<file path="src/rtl/jtmx5k_sndcmd.sv">
// jtmx5k_sndcmd: main-CPU sound command FIFO driving snd_latch with IRQ pulse and read/timeout handshake
module jtmx5k_sndcmd #(
  parameter int FIFO_AW = 2,
  parameter int IRQ_LEN = 16,
  parameter int TMO_W   = 16
) (
  input  logic       clk,
  input  logic       rst,
  input  logic       cs,
  input  logic       wr_n,
  input  logic [7:0] din,
  input  logic       snd_rd,
  output logic [7:0] snd_latch,
  output logic       snd_irq,
  output logic       full,
  output logic       busy,
  output logic       ovf
);
  localparam int DEPTH = 1 << FIFO_AW;
  typedef enum logic [1:0] {IDLE, PULSE, WAIT} state_t;
  state_t st_q, st_d;
  logic [7:0] mem_q [DEPTH];
  logic [FIFO_AW-1:0] wr_ptr_q, wr_ptr_d, rd_ptr_q, rd_ptr_d;
  logic [FIFO_AW:0] count_q, count_d;
  logic [7:0] irq_cnt_q, irq_cnt_d, latch_q, latch_d;
  logic [TMO_W-1:0] tmo_q, tmo_d;
  logic wr_prev_q, rd_prev_q, ack_seen_q, ack_seen_d, irq_q, irq_d, ovf_q, ovf_d;
  logic wr_act, push, ack, empty, pop, push_ok;
  always_comb begin
    wr_act   = cs & ~wr_n;
    push     = wr_act & ~wr_prev_q;
    ack      = snd_rd & ~rd_prev_q;
    empty    = count_q == '0;
    full     = count_q == (FIFO_AW+1)'(DEPTH);
    pop      = (st_q == IDLE) & ~empty;
    push_ok  = push & (~full | pop);
    wr_ptr_d = push_ok ? wr_ptr_q + 1'b1 : wr_ptr_q;
    rd_ptr_d = pop ? rd_ptr_q + 1'b1 : rd_ptr_q;
    count_d  = count_q + (FIFO_AW+1)'(push_ok) - (FIFO_AW+1)'(pop);
    ovf_d    = ovf_q | (push & full & ~pop);
    busy     = ~empty | (st_q != IDLE);
  end
  always_comb begin
    st_d       = st_q;
    latch_d    = latch_q;
    irq_d      = irq_q;
    irq_cnt_d  = irq_cnt_q;
    tmo_d      = tmo_q;
    ack_seen_d = ack_seen_q;
    case (st_q)
      IDLE: if (!empty) begin
        latch_d    = mem_q[rd_ptr_q];
        irq_d      = 1'b1;
        irq_cnt_d  = 8'(IRQ_LEN - 1);
        ack_seen_d = 1'b0;
        st_d       = PULSE;
      end
      PULSE: begin
        ack_seen_d = ack_seen_q | ack;
        irq_cnt_d  = irq_cnt_q - 8'd1;
        if (irq_cnt_q == 8'd0) begin
          irq_cnt_d = irq_cnt_q;
          irq_d     = 1'b0;
          tmo_d     = '0;
          st_d      = WAIT;
        end
      end
      WAIT: begin
        // an unacknowledged byte is abandoned once the timeout saturates
        tmo_d = tmo_q + 1'b1;
        if (ack_seen_q | ack) begin
          ack_seen_d = 1'b0;
          st_d       = IDLE;
        end else if (&tmo_q) begin
          tmo_d = tmo_q;
          st_d  = IDLE;
        end
      end
      default: st_d = IDLE;
    endcase
  end
  always_ff @(posedge clk)
    if (push_ok) mem_q[wr_ptr_q] <= din;
  always_ff @(posedge clk) begin
    if (rst) begin
      st_q       <= IDLE;
      wr_ptr_q   <= '0;
      rd_ptr_q   <= '0;
      count_q    <= '0;
      irq_cnt_q  <= '0;
      latch_q    <= '0;
      tmo_q      <= '0;
      wr_prev_q  <= 1'b0;
      rd_prev_q  <= 1'b0;
      ack_seen_q <= 1'b0;
      irq_q      <= 1'b0;
      ovf_q      <= 1'b0;
    end else begin
      st_q       <= st_d;
      wr_ptr_q   <= wr_ptr_d;
      rd_ptr_q   <= rd_ptr_d;
      count_q    <= count_d;
      irq_cnt_q  <= irq_cnt_d;
      latch_q    <= latch_d;
      tmo_q      <= tmo_d;
      wr_prev_q  <= wr_act;
      rd_prev_q  <= snd_rd;
      ack_seen_q <= ack_seen_d;
      irq_q      <= irq_d;
      ovf_q      <= ovf_d;
    end
  end
  assign snd_latch = latch_q;
  assign snd_irq   = irq_q;
  assign ovf       = ovf_q;
endmodule
</file>
<file path="config.mk">
export PLATFORM = sky130hd
export DESIGN_NAME = jtmx5k_sndcmd
export DESIGN_NICKNAME = d
export VERILOG_FILES = /design/src/rtl/jtmx5k_sndcmd.sv
export SDC_FILE = /design/constraint.sdc
export NUM_CORES = 1
export LEC_CHECK = 0
export CORE_MARGIN = 2
export CORE_UTILIZATION = 40
export DETAILED_ROUTE_END_ITERATION = 8
export GPL_TIMING_DRIVEN = 0
export HOLD_SLACK_MARGIN = 0.02
export MAX_ROUTING_LAYER = met4
export SYNTH_ARGS = -nofsm -noshare
export SYNTH_HDL_FRONTEND = slang
export SYNTH_SLANG_ARGS = --single-unit
</file>
<file path="constraint.sdc">
create_clock -name clk -period 2.6 [get_ports clk]
set_input_delay 0.39 -clock clk [delete_from_list [all_inputs] [get_ports clk]]
set_output_delay 0.39 -clock clk [all_outputs]
set_load 0.02 [all_outputs]
</file>
==> results.yml <==
place:
  hpwl_um: 4260
  placedCellCount: 422
  portBuffers: 23
  dp_worst_setup_slack_ps: -340
  place.gp.congestion: 0.795
timing:
  fin_crit_sh_pct: 93.9
  fin_crit_ps: 2440
  fin_ws_ps: 159
  tns_ps: 0
  fmax_mhz: 410
  setup_viol: 0
  drv_slew: 0
  hold_viol: 0
  max_slew_margin_pct: 59.2
  clock_skew_ps: 11.4
  tightest_slew_ps: 612
logic_synthesis:
  ys_types: 47
  syn_nets: 317
  synth_edf_count: 32
  synthFlopType: "dfxtp_1"
  synth_top_area_share_pct: 28.6
  synthCells: 294
  yosysTopAreaCell: "edfxtp_1"
  yosysMostFrequentCell: "dfxtp_1"
  syn_area_um2: 3360
  ys_seq_elements: 78
  async_reset_ff_share_pct: 0
  synth_area_leaders: "edfxtp_1, dfxtp_1, mux4_2"
  ys_top_cells_by_count: "dfxtp_1, edfxtp_1, nand2_1"
  yosys_warnings: 0
  yosysSeqAreaShare_pct: 55.9
  syn_area_per_cell_um2: 11.4
finish:
  fin_util_pct: 48.6
  final-seq-area_um2: 1880
  syn2layout_area_growth_pct: 18.0
  fillCellCount: 775
  multi_input_area_um2: 1400
  layout.nets: 353
  n_antenna_cell: 0
  drive_gt1_share_pct: 13.4
  stdcell_count: 440
power:
  seq_power_share_pct: 42.0
  p_switching_mw: 1.36
  p_per_area_nw_per_um2: 952
  p_leak_nw: 1.36
  finalPower_mw: 3.78
  p_int_mw: 2.42
  p_clk_share_pct: 23.6
  ir_drop_mv: 0.377
  swShare_pct: 35.9
  power.share.combinational_pct: 34.4
setup_path:
  critPathArrivalTime_ps: 2670
  r2r_start: "count_q[2]$_SDFF_PP0_"
  crit_path_max_fanout: 6
  reg2reg_depth: 12
  cp-endpoint: "count_q[2]$_SDFF_PP0_"
  r2r_end: "count_q[2]$_SDFF_PP0_"
  cp-startpoint: "count_q[2]$_SDFF_PP0_"
  cp_top_family: "adder cells"
  start_kind: "register"
  required_ps: 2830
  critical_path.max_stage_delay_ps: 380
  crit_top_cell: "inv_1"
  crit_chain: "nor3b_1, nor2b_1, nor3_4, inv_1, ha_1, inv_1, ha_1, inv_1, fa_1, xor2_1, xnor2_1, nor2_1"
  rrSetupSlack_ps: 160
  cp.depth: 12
  critPathKind: "reg2reg"
  slowest_stage: "dfxtp_1"
  crit_buf_inv: 3
  endpoint_kind: "register"
cts:
  cts_buffers: 9
  cts_root_buf: "clkbuf_8"
  numClockSinks: 78
  clk_latency_ps: 360
  cts_tree: "done"
  clk_pin_slew_ps: 90
  clockBufferDepth: 2
  cts_htree_levels: 3
floorplanning:
  fp.dieH_um: 95.7
  num_rows: 33
  num_io_pins: 25
  start_util_pct: 41.2
  die_area_um2: 9160
  die_width_um: 95.7
  fp.coreArea_um2: 8180
drt:
  dr.first_iter.drc_count: 77
  via_per_inst: 5.04
  drc: 0
  wire_per_inst_um: 14.3
  vias: 2217
  ant_nets: 0
  routed_wl_um: 6300
  dr.pass1.iters: 4
global_routing:
  grt_usage_pct: 15.8
  antenna_found_initial: 0
  grt_pass1_wl_um: 10600
  grt_pass1_vias: 2202
  grtUsageMet2_pct: 25.9
  grt_max_degree: 18
  grt.busiest_layer: "met2"
  grt_use_met1_pct: 19.2
  overflow: 0
  grt_use_met3_pct: 4.23
run:
  maxCapViolCount: 0
hold_path:
  hold_class: "reg2reg"
status:
  status: "completed"
-- sequential cells by signal (all words and copies together) (netlist names) --
signal	flops
mem_q	32
tmo_q	16
irq_cnt_q	8
snd_latch	8
count_q	3
rd_ptr_q	2
st_q	2
wr_ptr_q	2
ack_seen_q	1
ovf	1
rd_prev_q	1
snd_irq	1
wr_prev_q	1
-- stage by stage --
step | instance area [um2] | hold WS [ps]
after CTS | 3930 | 461
after global placement | 3730 | 447
after detailed placement | 3730 | 448
after floorplan | 3360 | 448
after global routing | 3970 | 486
final | 3970 | 460
-- worst register-to-register path, cell delays in order, from the launching register on --
cell,delay (ps)
dfxtp_1,380
nor3b_1,260
nor2b_1,310
nor3_4,100
inv_1,70
ha_1,220
inv_1,60
ha_1,130
inv_1,50
fa_1,380
xor2_1,170
xnor2_1,130
nor2_1,50
-- power by group through the flow --
stage	clock network [mW]	registers (mW)	logic, mW
after detailed placement	0	1.61	1.28
after global routing	0.980	1.61	1.45
after global placement	0	1.61	1.27
after CTS	0.927	1.58	1.28
final	0.892	1.59	1.30
after floorplan	0	1.66	0.838
-- worst min path at each step --
stage | endpoint | from | depth (start not counted)
detailed placement | snd_latch[3]$_SDFFE_PP0P_ | snd_latch[3]$_SDFFE_PP0P_ | 2
global route | count_q[0]$_SDFF_PP0_ | rst | 2
global placement | snd_latch[3]$_SDFFE_PP0P_ | snd_latch[3]$_SDFFE_PP0P_ | 2
CTS | snd_latch[3]$_SDFFE_PP0P_ | snd_latch[3]$_SDFFE_PP0P_ | 2
floorplan | tmo_q[15]$_SDFFE_PP0P_ | tmo_q[15]$_SDFFE_PP0P_ | 1
finish | snd_latch[3]$_SDFFE_PP0P_ | snd_latch[3]$_SDFFE_PP0P_ | 2
-- what timing repair did --
action | CTS | global route
gates resized for setup | 2 | 6
endpoints found under the hold margin | 0 | 0
pin swaps | 0 | 1
endpoints found under the setup margin | 2 | 1
hold buffers | 0 | 0
buffers inserted | 0 | 3
-- logic make-up after synthesis --
kind of cell    synth area share, %
compound gates                 10.0
xor+xnor                       4.43
fa+ha+maj                      3.94
buf+inv                        3.09
flops                          55.9
mux                            6.28
simple gates                   16.3
-- metal layers --
metal | part of all wire, % | wire length (um)
met4 | 0.71 | 45
met2 | 50 | 3140
met3 | 3.4 | 217
met1 | 46 | 2890
met5 | 0 | 0
-- cells in the final DEF, fill, tap and decap left out, drive strengths merged, types with 2 or more instances in the layout --
master,count
clkdlybuf4s50,23
a311oi,5
and3,3
and2,6
dfxtp,46
mux4,8
buf,9
clkinv,2
nand3,6
nand4,5
nand2b,4
clkbuf,16
o21ai,5
inv,12
o211ai,3
and4,2
a211oi,2
nor2,30
ha,9
nand2,32
a32oi,2
xor2,8
mux2i,2
xnor2,9
a21oi,18
nor3,9
nor2b,6
nor3b,2
edfxtp,32
a22oi,7
-- final cells by class --
class	instances	share of cell area, %
Buffer	13	1.83
Clock buffer	9	3.12
Sequential cell	78	47.4
Multi-Input combinational cell	194	35.3
Inverter	8	0.819
Clock inverter	7	1.89
Tap cell	105	3.31
Timing Repair Buffer	26	6.36
Note: power is estimated with default switching activity, not from simulation.
